File: src/rtl/simon_pkg.sv
// Shared types and constants for the Simon game datapath.
// Colour encoding, LFSR constants and small helpers used by datapath and timer.
package simon_pkg;

  typedef enum logic [1:0] {
    RED    = 2'd0,
    GREEN  = 2'd1,
    BLUE   = 2'd2,
    YELLOW = 2'd3
  } colour_t;

  localparam logic [15:0] LFSR_TAPS      = 16'hB400;
  localparam logic [15:0] LFSR_DEFAULT   = 16'hACE1;
  localparam int          MAX_ROUNDS_DEF = 32;

  function automatic logic [3:0] onehot(input colour_t c);
    logic [3:0] v;
    v = 4'b0000;
    v[c] = 1'b1;
    return v;
  endfunction

  // Galois right-shift step: feedback taps applied when the bit shifted out is 1.
  function automatic logic [15:0] lfsr_step(input logic [15:0] s);
    return (s >> 1) ^ (s[0] ? LFSR_TAPS : 16'h0000);
  endfunction

endpackage

File: src/rtl/simon_datapath_pulse_timer.sv
// Speed-dependent pulse generator: one-cycle tick every period cycles after a restart.
// Stays silent after reset until the first restart arms it.
module pulse_timer
  import simon_pkg::*;
#(
  parameter int unsigned BASE_PERIOD = 25_000_000,
  parameter int unsigned SPEED_STEP  = 2_500_000,
  parameter int unsigned MIN_PERIOD  = 5_000_000
) (
  input  logic       clk,
  input  logic       reset,
  input  logic       start,
  input  logic       load_speed,
  input  logic       flash_clk,
  input  logic [2:0] speed,
  output logic       pulse
);

  localparam logic [31:0] BASE_P = 32'(BASE_PERIOD);
  localparam logic [31:0] STEP_P = 32'(SPEED_STEP);
  localparam logic [31:0] MIN_P  = 32'(MIN_PERIOD);

  logic [31:0] step_total;
  logic [31:0] period;
  logic [31:0] tmr;
  logic        flash_q;
  logic        armed;
  logic        restart;

  always_comb begin
    step_total = 32'(speed) * STEP_P;
    period     = MIN_P;
    // Guard the subtraction so large speed levels clamp instead of wrapping.
    if (step_total < BASE_P) begin
      if ((BASE_P - step_total) > MIN_P) begin
        period = BASE_P - step_total;
      end
    end
  end

  assign restart = start | load_speed | (flash_clk & ~flash_q);

  always_ff @(posedge clk or negedge reset) begin
    if (!reset) begin
      tmr     <= BASE_P - 32'd1;
      pulse   <= 1'b0;
      flash_q <= 1'b0;
      armed   <= 1'b0;
    end else begin
      flash_q <= flash_clk;
      if (restart) begin
        tmr   <= period - 32'd1;
        pulse <= 1'b0;
        armed <= 1'b1;
      end else if (!armed) begin
        pulse <= 1'b0;
      end else if (tmr == 32'd0) begin
        tmr   <= period - 32'd1;
        pulse <= 1'b1;
      end else begin
        tmr   <= tmr - 32'd1;
        pulse <= 1'b0;
      end
    end
  end

endmodule

File: src/rtl/simon_datapath.sv
// Simon datapath: seed counter, colour LFSR and sequence store, pick compare, LED drive.
// Answers FSM strobes with result (combinational) and pulse (from pulse_timer).
module simon_datapath
  import simon_pkg::*;
#(
  parameter int unsigned BASE_PERIOD = 25_000_000,
  parameter int unsigned SPEED_STEP  = 2_500_000,
  parameter int unsigned MIN_PERIOD  = 5_000_000,
  parameter int unsigned MAX_ROUNDS  = MAX_ROUNDS_DEF
) (
  input  logic       clk,
  input  logic       reset,
  input  logic       rst_seedgen,
  input  logic       start,
  input  logic       load_colour,
  input  logic       load_speed,
  input  logic       flash_clk,
  input  logic [2:0] speed,
  input  logic [5:0] check_round,
  input  logic [3:0] player_input,
  output logic       pulse,
  output logic       result,
  output logic [3:0] led,
  output logic [5:0] colour_count
);

  localparam logic [5:0] MAX_CNT = 6'(MAX_ROUNDS);

  logic [15:0] seedgen;
  logic [15:0] lfsr;
  logic [3:0]  pick;
  logic [5:0]  check_q;
  colour_t     store [32];
  logic        col_wr;
  logic [4:0]  rd_idx;
  colour_t     exp_colour;
  logic [3:0]  exp_oh;

  // start outranks load_colour so a new game never inherits a stray colour.
  assign col_wr = load_colour & ~start & (colour_count < MAX_CNT);

  always_ff @(posedge clk or negedge reset) begin
    if (!reset) begin
      seedgen <= 16'h0000;
    end else if (rst_seedgen) begin
      seedgen <= 16'h0000;
    end else begin
      seedgen <= seedgen + 16'd1;
    end
  end

  always_ff @(posedge clk or negedge reset) begin
    if (!reset) begin
      lfsr <= LFSR_DEFAULT;
    end else if (start) begin
      lfsr <= (seedgen == 16'h0000) ? LFSR_DEFAULT : seedgen;
    end else begin
      lfsr <= lfsr_step(lfsr);
    end
  end

  always_ff @(posedge clk or negedge reset) begin
    if (!reset) begin
      colour_count <= 6'd0;
    end else if (start) begin
      colour_count <= 6'd0;
    end else if (col_wr) begin
      colour_count <= colour_count + 6'd1;
    end
  end

  always_ff @(posedge clk or negedge reset) begin
    if (!reset) begin
      for (int i = 0; i < 32; i++) begin
        store[i] <= RED;
      end
    end else if (col_wr) begin
      store[colour_count[4:0]] <= colour_t'(lfsr[1:0]);
    end
  end

  // A new check_round means a new segment: drop whatever was pressed for the old one.
  always_ff @(posedge clk or negedge reset) begin
    if (!reset) begin
      check_q <= 6'd0;
      pick    <= 4'b0000;
    end else begin
      check_q <= check_round;
      if (start || col_wr) begin
        pick <= 4'b0000;
      end else if (check_round != check_q) begin
        pick <= 4'b0000;
      end else if (player_input != 4'b0000) begin
        pick <= pick | player_input;
      end
    end
  end

  always_comb begin
    rd_idx     = 5'(colour_count - check_round);
    exp_colour = store[rd_idx];
    exp_oh     = onehot(exp_colour);
    result     = (pick == exp_oh);
    led        = 4'b0000;
    if (flash_clk) begin
      led = (pick != 4'b0000) ? pick : exp_oh;
    end
  end

  pulse_timer #(
    .BASE_PERIOD (BASE_PERIOD),
    .SPEED_STEP  (SPEED_STEP),
    .MIN_PERIOD  (MIN_PERIOD)
  ) u_timer (
    .clk        (clk),
    .reset      (reset),
    .start      (start),
    .load_speed (load_speed),
    .flash_clk  (flash_clk),
    .speed      (speed),
    .pulse      (pulse)
  );

endmodule
File: config.mk
export PLATFORM = sky130hd
export DESIGN_NAME = simon_datapath
export DESIGN_NICKNAME = d
export VERILOG_FILES = /design/src/rtl/simon_pkg.sv /design/src/rtl/simon_datapath_pulse_timer.sv /design/src/rtl/simon_datapath.sv
export SDC_FILE = /design/constraint.sdc
export NUM_CORES = 1
export LEC_CHECK = 0
export ABC_CLOCK_PERIOD_IN_PS = 5800
export BUFFER_PORTS_ARGS = -buffer_cell sky130_fd_sc_hd__clkbuf_2
export CORE_ASPECT_RATIO = 0.5
export CORE_MARGIN = 4
export CORE_UTILIZATION = 45
export CTS_CLUSTER_SIZE = 40
export DETAILED_ROUTE_END_ITERATION = 12
export PLACE_DENSITY = 0.7
export SYNTH_ARGS = -nofsm -noshare
export SYNTH_HDL_FRONTEND = slang
export SYNTH_SLANG_ARGS = --single-unit
File: constraint.sdc
create_clock -name clk -period 5.8 [get_ports clk]
set_clock_uncertainty 0.2 [all_clocks]
set_input_delay 1.16 -clock clk [delete_from_list [all_inputs] [get_ports clk]]
set_output_delay 1.16 -clock clk [all_outputs]
set_load 0.005 [all_outputs]
# Word-level counts from Yosys, hierarchy flattened
# Cells that the tools add are included.
# word_totals
register_bits	147
latchBits	0
ram_bits	0
rom_bits	0
in_bits	20
word_cells	106
mem_count	0
# op_classes
n_addsub	6
mul	1
div_mod_pow	0
n_lt_le_gt_ge	8
n_eq_ne	2
n_shift	0
muxes	27
bitwise_logic	11
reduce_logical	10
# ops
operator	count
two-way mux 32 bit	5
bitwise mux 64 bit	1
two-way mux 16 bit	4
subtractor 32 x 1 -> 32 bit (second input constant)	2
> comparator 32 x 23 -> 1 bit (second input constant)	1
logical NOT 32 bit	1
subtractor 25 x 25 -> 26 bit (first input constant)	1
< comparator 25 bit (second input constant)	1
multiplier 3 x 17 -> 20 bit (second input constant)	1
two-way mux 4 bit	5
adder 16 x 1 -> 16 bit (second input constant)	1
logical NOT 16 bit	1
XOR 15 x 16 -> 16 bit	1
>= comparator 6 bit (second input constant)	2
two-way mux 6 bit	2
NOT 5 -> 6 bit	2
binary-select mux 2 bit (select 5 bit)	1
demux 2 bit (select 5 bit)	1
nonzero test 4 bit	2
adder 6 x 1 -> 6 bit (second input constant)	1
< comparator 6 x 1 -> 1 bit (second input constant)	1
< comparator 6 bit (second input constant)	1
two-way mux 2 bit	3
inequality test 6 bit	1
14 further kinds	23

# Longest topological paths before layout
# logic_depth
word_depth	11
ltp_mapped	22
depth_no_buf	19

# By module
# Synthesis repeated with hierarchy kept, for this count alone.
# unflattened
cells_unflattened	929
hier_area_um2	9170.0
# modules_own_cells
mod	n_inst	cells_each	area_per_inst_um2	seq_area_each_um2
simon_datapath	1	448	5532.8	2812.7
pulse_timer	1	481	3637.2	897.1

# Worst setup path before layout
# No wires, ideal clock.
# synth_path
path_kind	input port to flip-flop
from	input speed[0]
to	register u_timer.tmr[9]
t_arrival_ns	5.946
setup_slack_ns	-0.472
cell_stages	21
cell_sequence	clkbuf_1 -> inv_1 -> ha_1 -> clkbuf_1 -> nand2_1 -> fa_1 -> xor2_1 -> nand4b_1 -> nor2_1 -> and3b_2 -> xor2_1 -> nand3_1 -> nor4_1 -> nand4_2 -> and2_4 -> buf_6 -> nand2_1 -> ha_1 -> nand2_1 -> o31a_1 -> a221o_1
# synth_via
elab_chain_cells	9
word_cells_on_any_way	10
# synth_lines
element	line_no	rtl
start: declaration	simon_datapath.sv:18	input logic [2:0] speed,
multiplier 3 x 17 -> 20 bit (*)	simon_datapath_pulse_timer.sv:31	step_total = 32'(speed) * STEP_P;
subtractor 25 x 25 -> 26 bit	simon_datapath_pulse_timer.sv:35, simon_datapath_pulse_timer.sv:36	
> comparator 32 x 23 -> 1 bit	simon_datapath_pulse_timer.sv:35	if ((BASE_P - step_total) > MIN_P) begin
two-way mux 32 bit	simon_datapath_pulse_timer.sv:35	
two-way mux 32 bit (*)	simon_datapath_pulse_timer.sv:34	if (step_total < BASE_P) begin
subtractor 32 x 1 -> 32 bit (*)	simon_datapath_pulse_timer.sv:52, simon_datapath_pulse_timer.sv:58	
two-way mux 32 bit	simon_datapath_pulse_timer.sv:57	end else if (tmr == 32'd0) begin
two-way mux 32 bit	simon_datapath_pulse_timer.sv:55	end else if (!armed) begin
two-way mux 32 bit (*)	simon_datapath_pulse_timer.sv:51	if (restart) begin
end signal: assignment	simon_datapath_pulse_timer.sv:52	tmr <= period - 32'd1;
end signal: assignment	simon_datapath_pulse_timer.sv:58	tmr <= period - 32'd1;
end signal: assignment	simon_datapath_pulse_timer.sv:61	tmr <= tmr - 32'd1;
end: declaration	simon_datapath_pulse_timer.sv:25	logic [31:0] tmr;
# Every way passes the cells marked *; elsewhere a longest branch is shown, timed or not. The select of a mux whose other input is x is not followed.
# A chain may end at the register's enable or synchronous reset.

# Final worst setup path
# layout_path
from	input check_round[0]
to	output result
# layout_via
elab_chain_cells	10
word_cells_on_any_way	11
# layout_lines
element	line_no	rtl
start: declaration	simon_datapath.sv:19	input logic [5:0] check_round,
subtractor 5 bit (*)	simon_datapath.sv:100	rd_idx = 5'(colour_count - check_round);
NOT 5 -> 6 bit (not written as such) (*)	simon_datapath.sv:101	exp_colour = store[rd_idx];
binary-select mux 2 bit (select 5 bit) (*)	simon_datapath.sv:101	
two-way mux 2 bit (not written as such) (*) (2 in series)	simon_datapath.sv:101	
< comparator 2 x 3 -> 1 bit (not written as such) or >= comparator 2 x 1 -> 1 bit (tied branches)	simon_pkg.sv:19	v[c] = 1'b1;
logical AND 1 bit (not written as such)	simon_pkg.sv:19	
two-way mux 1 bit (not written as such)	simon_pkg.sv:19	
demux 1 bit (select 2 bit) (*)	simon_pkg.sv:19	
equality test 4 bit (*)	simon_datapath.sv:103	result = (pick == exp_oh);
end: declaration	simon_datapath.sv:22	output logic result,
# Marked as above.

==> reports/results.tsv <==
metric	value	unit
status	completed	
Worst path max stage delay	0.54	ns
Antenna diodes	0	
Num CTS Buffers	17	
H-tree depth	4	
largest family of logic cells by synthesized area	simple AND/OR/NAND/NOR gates	
Worst-Skew Late Latency	0.42	ns
Final Hold Viols	0	
Storage cell area	3710	um^2
Levels on crit path	14	
DR pass1 iterations	5	
HPWL after DPL	17.1	mm
DRC Markers	0	
measured slew at the worst slew-check pin	1.01	ns
Row Count	36	
first-pass GRT wire length	39.8	mm
die span in y	110	um
full die area	23300	um^2
vias in the first global route	7811	
RD Place Congestion	0.945	
max-cap violations	0	
DR vias/cell	6.03	
commonest non-fill, non-tap cells in the layout	dfrtp_1, nand2_1, nor2_1	
kind of critical path	in2out	
f_max	178	MHz
XOR/XNOR share of the synthesized area	5.90	%
Slowest-stage cell, CP	fa_1	
Adder-Cell Fraction of Synth Area	4.04	%
grt total ovfl	0	
Yosys warnings	0	
crit path buf inv count	4	
Multi-input gate area	5390	um^2
Syn Inst Count	955	
CTS Buffer Depth	2	
crit-path max FO	16	
Iteration-0 DRC Markers	585	
setup violators final	0	
Layout Area Growth over Synthesis	13.4	%
Worst Hold Class	reg2reg	
asr flop ratio synth	100	%
FF-to-FF path depth	10	
CP top delay family	multiplexers	
#FFs+latches synth	147	
fin crit share	96.8	%
Port Buf Inserts	31	
EDFF count, synth	0	
hold buffer count at CTS	0	
Final ANT Viol Nets	0	
Setup Fix Bufs, Post-CTS	0	
crit path time final	5.61	ns
synth unique cells	91	
CTS tree	done	
max_slew headroom	32.7	%
DR WL/cell	18.8	um
antenna violations before repair	0	
Mapped Nets	1004	
fillers	1788	
critical-path cell list	clkbuf_2 > ha_1 > inv_1 > fa_1 > buf_12 > mux4_2 > mux4_2 > mux2_2 > nand2b_1 > nor3b_1 > a21oi_1 > o32ai_1 > mux2_2 > clkbuf_2	
GRT Total Usage	21.4	%
post-cts repair resize count	0	
Post-synth top flop	dfrtp_1	
commonest non-fill, non-tap cell in the layout	dfrtp_1	
clock root cell	clkbuf_16	
CP arrival	4.25	ns
vias	7723	
setup TNS	0	ns
cell leakage power	4.57	nW
largest net degree at the start of global routing	105	
CP Launch Type	input port	
Final nets	1051	
Initial Util	47.0	%
endpoint class of the critical path	primary output	
clock-pin slew on the worst setup and hold paths	0.05	ns
Hold Crit Depth	1	
# IOs	32	
Slew Viols, Final	0	
post-synthesis mux area share	13.9	%
CTS Sinks	147	
pre-CTS setup slack	0.0572	ns
final worst slack	0.188	ns
PwrDens	267	nW/um^2
final wirelength	24.0	mm
register area share after synthesis	39.7	%
core footprint	19900	um^2
Mapped Avg Cell Area	9.80	um^2
Syn Std Cell Area	9360	um^2
simple-gate share of the synthesized area	19.3	%
Die Width	212	um
compound-cell area share of the yosys netlist	14.1	%
IR drop worst, VDD	191	uV
RSZ-0062 raised after global routing	false	
share of cells above drive strength 1	24.5	%
CP required	4.44	ns
-- routing by layer --
layer | part of all wire [%] | global-route usage [%] | vias up
li1 | - | - | 3587
met2 | 49 | 37.6 | 241
met4 | 2.0 | 8.68 | 0
met5 | 0 | 0 | -
met1 | 43 | 26.3 | 3852
met3 | 5.2 | 3.99 | 43
-- synthesized netlist by cell type, types with 3 or more instances --
cell,n,area (um^2)
nand3_1,34,170
xnor2_1,37,324
and3_1,11,68.8
dfstp_2,25,657
nor3b_1,9,67.6
nand3b_1,7,52.6
o31a_1,3,26.3
a21o_1,3,22.5
o21a_1,7,52.6
o21ai_0,53,265
dfrtp_1,122,3050
nor2b_1,4,25.0
a31oi_1,9,56.3
mux2i_1,4,40.0
o221ai_1,4,35.0
and2_1,13,81.3
a221o_1,4,40.0
a211o_1,3,26.3
nand2b_1,5,31.3
o211ai_1,5,37.5
nor4_1,18,113
and4_1,3,26.3
or2_2,3,18.8
ha_1,27,338
buf_4,4,30.0
mux2_2,72,811
o22a_1,8,70.1
mux4_2,20,450
nand2_1,97,364
nor2_1,81,304
nand4b_1,3,26.3
inv_1,23,86.3
nor3_1,32,160
or4_1,4,30.0
a22oi_1,8,60.1
a21oi_1,41,205
or3_1,9,56.3
a21oi_2,3,26.3
clkbuf_1,34,128
buf_2,4,20.0
xor2_1,26,228
o31ai_1,4,30.0
nand4_1,10,62.6
-- report_power, final --
part           total [W]  internal [W]  leakage [nW]  switching [W]
sequential       0.00120       0.00112          1.91      0.0000805
combinational   0.000553      0.000239          2.38       0.000314
clock            0.00108      0.000667         0.280       0.000416
total            0.00284       0.00202          4.57       0.000811
-- stage by stage --
step	total power, W	hold slack (ns)	util (%)	std cells	instance area (um^2)
6_report	0.00284	0.278	53.3	1281	10600
2_1_floorplan	0.00156	0.250	-	955	9390
3_5_place_dp	0.00176	0.265	50.4	1249	10000
5_1_grt	0.00297	0.297	53.3	1281	10600
4_1_cts	0.00285	0.282	53.3	1281	10600
3_3_place_gp	0.00174	0.258	50.4	1249	10000
-- area by class of cell --
type	instances	area share (%)
Clock buffer	24	4.54
Clock inverter	8	0.967
Inverter	24	0.849
Multi-Input combinational cell	738	50.7
Sequential cell	147	35.0
Tap cell	266	3.14
Timing Repair Buffer	74	4.80
-- sequential cells by signal (all words and copies together), names as in the netlist --
name	cells
check_q	6
colour_count	6
lfsr	16
pick	4
seedgen	16
store	64
u_timer.armed	1
u_timer.flash_q	1
u_timer.pulse	1
u_timer.tmr	32
-- cell families after synthesis --
| group | count (synthesis) |
|---|---|
| multiplexers | 96 |
| XOR/XNOR | 63 |
| AND/OR/NAND/NOR | 359 |
| AO/OA/AOI/OAI | 191 |
| adder cells (fa/ha/maj) | 29 |
| buffers and inverters | 70 |
| flip-flops | 147 |
-- worst paths after layout --
kind / start / end / slack, ns
setup / recovery: check_round[0] / result / 0.19
hold / removal: lfsr[4]$_DFF_PN0_ / lfsr[3]$_DFF_PN0_ / 0.28
setup reg to reg: u_timer.tmr[15]$_DFFE_PN0P_ / u_timer.tmr[18]$_DFFE_PN1P_ / 2.16
hold reg to reg: lfsr[4]$_DFF_PN0_ / lfsr[3]$_DFF_PN0_ / 0.28
max in group asynchronous: reset / store[43]$_DFFE_PN0P_ / 3.65
min in group asynchronous: reset / u_timer.tmr[7]$_DFFE_PN0P_ / 0.65
(Power assumes the default switching activity.)
